$ cat src/rtl/pipelined_addsub.sv
// Elastic add/subtract pipeline: STAGES register stages with valid/ready flow control,
// carry/no-borrow and signed-overflow flags, and a wrapping completed-transaction counter.
module pipelined_addsub #(
  parameter int unsigned WIDTH     = 8,
  parameter int unsigned STAGES    = 2,
  parameter int unsigned CNT_WIDTH = 16
) (
  input  logic                 clk,
  input  logic                 rst_n,
  input  logic                 in_valid,
  output logic                 in_ready,
  input  logic [WIDTH-1:0]     a,
  input  logic [WIDTH-1:0]     b,
  input  logic                 op,
  output logic                 out_valid,
  input  logic                 out_ready,
  output logic [WIDTH-1:0]     sum,
  output logic                 cout,
  output logic                 ovf,
  output logic [CNT_WIDTH-1:0] txn_count
);

  logic [WIDTH-1:0] b_eff;
  logic [WIDTH:0]   ext;
  logic [WIDTH-1:0] res;
  logic             res_cout;
  logic             res_ovf;

  // Subtract is A + ~B + 1, so op doubles as the carry-in.
  always_comb begin
    b_eff    = op ? ~b : b;
    ext      = {1'b0, a} + {1'b0, b_eff} + {{WIDTH{1'b0}}, op};
    res      = ext[WIDTH-1:0];
    res_cout = ext[WIDTH];
    res_ovf  = (a[WIDTH-1] == b_eff[WIDTH-1]) && (res[WIDTH-1] != a[WIDTH-1]);
  end

  logic [STAGES-1:0] v_q;
  logic [STAGES-1:0] cout_q;
  logic [STAGES-1:0] ovf_q;
  logic [WIDTH-1:0]  sum_q [STAGES];
  logic [STAGES-1:0] adv;
  logic [STAGES-1:0] load;

  // Stage k advances when the sink is ready or any later stage is empty; computed flat
  // from the valid bits so there is no self-referencing chain.
  always_comb begin
    adv  = '0;
    load = '0;
    for (int k = 0; k < STAGES; k++) begin
      adv[k] = out_ready;
      for (int j = k + 1; j < STAGES; j++) begin
        if (!v_q[j]) adv[k] = 1'b1;
      end
      load[k] = !v_q[k] || adv[k];
    end
  end

  assign in_ready = load[0];

  always_ff @(posedge clk or negedge rst_n) begin
    if (!rst_n) begin
      v_q    <= '0;
      cout_q <= '0;
      ovf_q  <= '0;
      for (int k = 0; k < STAGES; k++) begin
        sum_q[k] <= '0;
      end
    end else begin
      if (load[0]) begin
        v_q[0] <= in_valid;
        if (in_valid) begin
          sum_q[0]  <= res;
          cout_q[0] <= res_cout;
          ovf_q[0]  <= res_ovf;
        end
      end
      for (int k = 1; k < STAGES; k++) begin
        if (load[k]) begin
          v_q[k] <= v_q[k-1];
          // Payload only moves with valid data so outputs hold when the pipe drains.
          if (v_q[k-1]) begin
            sum_q[k]  <= sum_q[k-1];
            cout_q[k] <= cout_q[k-1];
            ovf_q[k]  <= ovf_q[k-1];
          end
        end
      end
    end
  end

  assign out_valid = v_q[STAGES-1];
  assign sum       = sum_q[STAGES-1];
  assign cout      = cout_q[STAGES-1];
  assign ovf       = ovf_q[STAGES-1];

  logic [CNT_WIDTH-1:0] cnt_q;
  logic [CNT_WIDTH-1:0] cnt_d;

  always_comb begin
    cnt_d = cnt_q;
    if (out_valid && out_ready) cnt_d = cnt_q + CNT_WIDTH'(1);
  end

  always_ff @(posedge clk or negedge rst_n) begin
    if (!rst_n) begin
      cnt_q <= '0;
    end else begin
      cnt_q <= cnt_d;
    end
  end

  assign txn_count = cnt_q;

endmodule

$ cat config.mk
export PLATFORM = sky130hd
export DESIGN_NAME = pipelined_addsub
export DESIGN_NICKNAME = d
export VERILOG_FILES = /design/src/rtl/pipelined_addsub.sv
export SDC_FILE = /design/constraint.sdc
export NUM_CORES = 1
export LEC_CHECK = 0
export ABC_AREA = 1
export CORE_MARGIN = 8
export CORE_UTILIZATION = 54
export DETAILED_ROUTE_END_ITERATION = 12
export MAX_ROUTING_LAYER = met4
export PLACE_DENSITY = 0.89
export SLEW_MARGIN = 20
export SYNTH_ARGS = -nofsm -noshare
export SYNTH_HDL_FRONTEND = slang
export SYNTH_SLANG_ARGS = --single-unit
$ cat constraint.sdc
create_clock -name clk -period 2.2 [get_ports clk]
set_clock_uncertainty 0.15 [all_clocks]
set_input_delay 0.44 -clock clk [delete_from_list [all_inputs] [get_ports clk]]
set_output_delay 0.44 -clock clk [all_outputs]
set_load 0.01 [all_outputs]
## After elaboration in Yosys (flattened, before gate mapping)

Index checks and enable logic that the tools add are counted.

| word-level totals | value |
|---|---|
| register bits | 38 |
| bits in latches | 0 |
| RAM bits | 0 |
| memory bits (read-only) | 0 |
| input bits | 21 |
| output and inout bits | 28 |
| memories kept | 0 |

| operators by class | value |
|---|---|
| add/sub/neg operators | 3 |
| multiply operators | 0 |
| divide/modulo/power cells | 0 |
| order comparisons | 0 |
| equality and inequality tests | 2 |
| shift operators | 0 |
| muxes and demuxes | 2 |
| bitwise operators | 1 |
| reduce and logical (&&, ||, !) cells | 8 |

Operator list:

| kind | number |
|---|---|
| adder 16 x 1 -> 16 bit, second input constant | 1 |
| adder 8 x 8 -> 9 bit | 1 |
| adder 9 x 1 -> 9 bit | 1 |
| 2-to-1 mux 8 bit | 1 |
| inverter 8 bit | 1 |
| AND reduction 2 bit | 2 |
| logical AND 1 bit | 2 |
| logical NOT 1 bit | 2 |
| logical OR 1 bit | 2 |
| equality test 1 bit | 1 |
| 2-to-1 mux 1 bit | 1 |
| != test 1 bit | 1 |

## Depth between registers and ports, before layout

| depth | value |
|---|---|
| depth after elaboration | 6 |
| gate-level depth with buffers | 13 |

## Worst setup path after synthesis

Ideal clock, no wire load.

| timing path | value |
|---|---|
| kind | in2reg |
| start point | input op |
| end point | register ovf_q[0] |
| setup time | 0.117 ns |
| arrival time | 1.677 ns |
| data required time | 1.933 ns |
| path slack | 0.256 ns |
| stages on the path | 13 |
| buffers on the path | 1 |
| path through | buf_4 > xnor2_1 > inv_1 > ha_1 > nand2_1 > inv_1 > nand2_1 > nand2_1 > nand2_1 > nand2_1 > nand2_1 > nand3_1 > nand2_1 |

| on the way | value |
|---|---|
| word-level cells in the longest chain between the ends | 5 |
| elaborated cells on any way between the ends | 6 |
| those cells by class | add/sub (2); eq/ne (2); mux (1); reduce/logical (1) |

RTL lines:

| element | RTL line | source |
|---|---|---|
| start, declared | 14 | `input logic op,` |
| 2-to-1 mux 8 bit | 31 | `b_eff = op ? ~b : b;` |
| adder 8 x 8 -> 9 bit | 32 | `ext = {1'b0, a} + {1'b0, b_eff} + {{WIDTH{1'b0}}, op};` |
| adder 9 x 1 -> 9 bit | 32 |  |
| != test 1 bit | 35 | `res_ovf = (a[WIDTH-1] == b_eff[WIDTH-1]) && (res[WIDTH-1] != a[WIDTH-1]);` |
| logical AND 1 bit (*) | 35 |  |
| end signal, assigned | 75 | `ovf_q[0] <= res_ovf;` |
| end signal, assigned by index | 85 | `ovf_q[k] <= ovf_q[k-1];` |
| end, declared | 40 | `logic [STAGES-1:0] ovf_q;` |

Every way passes the cells marked *; elsewhere a longest branch is shown, timed or not.
A chain may end at the register's enable or synchronous reset.

## Final worst setup path

| timing path | value |
|---|---|
| start point | input b[1] |
| end point | register ovf_q[0] |

| on the way | value |
|---|---|
| word-level cells in the longest chain between the ends | 6 |

RTL lines:

| element | RTL line | source |
|---|---|---|
| start, declared | 13 | `input logic [WIDTH-1:0] b,` |
| inverter 8 bit | 31 |  |
| 2-to-1 mux 8 bit (*) | 31 |  |
| adder 8 x 8 -> 9 bit (*) | 32 |  |
| adder 9 x 1 -> 9 bit (*) | 32 |  |
| != test 1 bit (*) | 35 |  |
| logical AND 1 bit (*) | 35 |  |

Marks and branches as above.

==> metrics.md <==
| Metric | Value |
|---|---|
| Worst R2R End | `txn_count[10]$_DFFE_PN0P_` |
| Grt ovf | `0` |
| Clock Latency Late Sink | `0.29 ns` |
| DIE AREA | `0.006339 mm^2` |
| Grt met3 use | `0.03941` |
| I/O pin total | `49` |
| Leak | `1.430 nW` |
| Most used flip-flop cell after synthesis | `dfrtp_1` |
| Initial antenna violation count | `0` |
| Most Crowded Layer GR | `met2` |
| Worst Path Arrival | `2.08 ns` |
| Synth Instances | `258` |
| Relative slew slack | `0.4609` |
| Initial DRC count | `82` |
| Power, Total | `2.401 mW` |
| CTS Root Buffer Type | `clkbuf_8` |
| GPL Wtd Cong | `0.8285` |
| Core footprint | `0.003943 mm^2` |
| Dominant cells by area after synthesis | `dfrtp_1 (44%), nand2_1 (13%), xor2_1 (5.6%), inv_1 (5.0%), ha_1 (4.6%)` |
| Die Span Y | `79.62 um` |
| Final #Nets | `348` |
| N_diodes | `0` |
| CP required | `2.23 ns` |
| Global routing usage on met1 | `0.1608` |
| Crit Path Class | `input pin to flop` |
| Number of port buffers | `48` |
| Routed WL per cell | `12.53 um` |
| CTS tree | `done` |
| Initial Util | `0.5544` |
| # DRC | `0` |
| Final hold vios | `0` |
| Sequential cell area fraction in the yosys report | `0.4350` |
| Count leader, synth | `nand2_1` |
| Routed via count | `1837` |
| Clock sinks | `38` |
| Post-synth ARST share | `1.000` |
| Area share of the largest cell type after synthesis | `0.4350` |
| Slew @ Worst Pin | `0.8086 ns` |
| Dpl hpwl | `3709 um` |
| Worst r2r path cells | `8` |
| Total CTS buffers | `5` |
| Synth warn | `0` |
| FF+latch count, synth | `38` |
| Outcome | `completed` |
| Placement Setup Slack | `-0.3294 ns` |
| Clock-pin slew on the worst setup and hold paths | `0.07 ns` |
| Layout area overhead | `30.68%` |
| Post-Syn Area | `0.002186 mm^2` |
| Placed cell areas | `0.002759 mm^2` |
| Post-synth EDFFs | `0` |
| Clock buffer depth | `2` |
| Reg2reg setup slack | `0.63 ns` |
| Final min period | `2.051 ns` |
| Max Slew Vio Count | `0` |
| Commonest cells in the netlist | `nand2_1 (76), dfrtp_1 (38), inv_1 (29), nand3_1 (15)` |
| Cell variety after synth | `31` |
| Design area | `0.002856 mm^2` |
| Row cnt | `23` |
| Fmax | `487.6 MHz` |
| Total GRT Usage | `0.1581` |
| M2 GR Usage | `0.2779` |
| Critical path peak fanout | `3` |
| Global-route wire length before repair | `7748 um` |
| Crit end category | `flop` |
| Vias in the first global route | `1848` |
| Max IR drop VDD | `0.0003287 V` |
| DRT Wirelength | `4599 um` |
| ANT nets after route | `0` |
| Hold Crit Class | `input pin to async pin` |
| Die extent in x | `79.62 um` |
| Post-synthesis area per instance | `8.472 um^2` |
| Max capacitance violation total | `0` |
| Largest net degree at the start of global routing | `39` |
| Worst flop-to-flop path startpoint | `txn_count[1]$_DFFE_PN0P_` |
| Period Utilization, post-route | `0.9321` |
| Fillers | `315` |
| Cell taking the most area after synthesis | `dfrtp_1` |
| Crit path launch type | `input pin` |
| Drt pass-1 iters | `6` |
| Power Density | `840.6 mW/mm^2` |
| Routed vias/inst | `5.005` |
| Share of layout cells above drive strength 1 | `0.1167` |
| Final setup fails | `0` |
| Synthesized Nets | `288` |
| H-tree depth | `2` |
| CP endpoint | `ovf_q[0]$_DFFE_PN0P_` |
| Setup ws final | `0.1493 ns` |
| Worst Setup SP | `b[1]` |
routing by layer:
| metal | routed length (um) | share of wire |
|---|---|---|
| met3 | 255 | 0.055 |
| met4 | 99 | 0.022 |
| met2 | 2367 | 0.51 |
| met5 | 0 | 0 |
| met1 | 1876 | 0.41 |
worst max-delay path, stage by stage:
cell,delay [ns]
clkdlybuf4s50_1,0.41
xnor2_1,0.25
inv_1,0.07
ha_1,0.28
nand2_1,0.05
inv_1,0.07
nand2_1,0.05
nand2_1,0.09
nand2_1,0.10
nand2_1,0.09
nand2_1,0.06
nand3_1,0.08
nand2_1,0.06
worst min path at each step:
| stage | from | endpoint | slack [ns] | cells after the start |
|---|---|---|---|---|
| detailed placement | sum_q[13]$_DFFE_PN0P_ | sum_q[13]$_DFFE_PN0P_ | 0.31 | 2 |
| CTS | rst_n | txn_count[3]$_DFFE_PN0P_ | 0.11 | 1 |
| global route | rst_n | v_q[0]$_DFFE_PN0N_ | 0.17 | 1 |
| global placement | sum_q[13]$_DFFE_PN0P_ | sum_q[13]$_DFFE_PN0P_ | 0.31 | 2 |
| finish | rst_n | txn_count[3]$_DFFE_PN0P_ | 0.09 | 1 |
| floorplan | rst_n | cout_q[0]$_DFFE_PN0P_ | -0.006 | 0 |
stage by stage:
stage	instances	TNS, ns	util	hold WS [ns]
after floorplan	258	0	-	-0.005591
after global placement	360	-1.145	0.6998	0.3092
after detailed placement	360	-1.744	0.6998	0.3102
after CTS	366	0	0.7214	0.1132
after global routing	367	-0.0001390	0.7245	0.1665
final	367	0	0.7245	0.09001
cell usage in the layout, fill, tap and decap left out, types with 5 or more instances in the layout:
cell,count
buf_4,15
clkbuf_8,6
clkdlybuf4s50_1,45
dfrtp_1,38
ha_1,8
inv_1,29
mux2_1,5
nand2_1,76
nand3_1,15
nand4_1,7
nor2_1,13
o21ai_0,6
xnor2_1,6
xor2_1,14
registers in the layout, indices dropped and copies added (netlist names):
name       flops
txn_count     16
sum            8
sum_q          8
cout_q         2
ovf_q          2
v_q            2
cells by family (layout without fill, tap and decap cells):
group                      after synthesis  after routing  share of synthesized area
and+or+nand+nor                        126            126                     0.2639
buffers and inverters                   43            102                    0.09044
DFF                                     38             38                     0.4350
xor gates and xnor gates                20             20                    0.08014
AOI/OAI and AO/OA                       14             14                    0.03434
adders and majority gates                9              9                    0.05495
muxes                                    8              8                    0.04121
area by class of cell:
class | instances | area (um^2) | share of cell area
tap | 50 | 62.56 | 0.02190
sequential | 38 | 950.9 | 0.3329
clock buffer | 6 | 82.58 | 0.02891
multi-input combinational | 177 | 1040 | 0.3640
timing repair buffer | 64 | 600.6 | 0.2102
inverter | 32 | 120.1 | 0.04205
report_power, final:
| part | total [mW] | internal [mW] | switching (mW) |
|---|---|---|---|
| clock | 0.460 | 0.241 | 0.219 |
| combinational | 0.915 | 0.487 | 0.428 |
| sequential | 1.03 | 0.884 | 0.142 |
| total | 2.40 | 1.61 | 0.789 |
repair_timing:
action,in CTS,in global routing
resized for setup,2,2
setup buffers,0,1
pin swaps,0,1
endpoints found under the setup margin,2,6
hold buffers,0,0
Note: power is estimated with default switching activity, not from simulation.
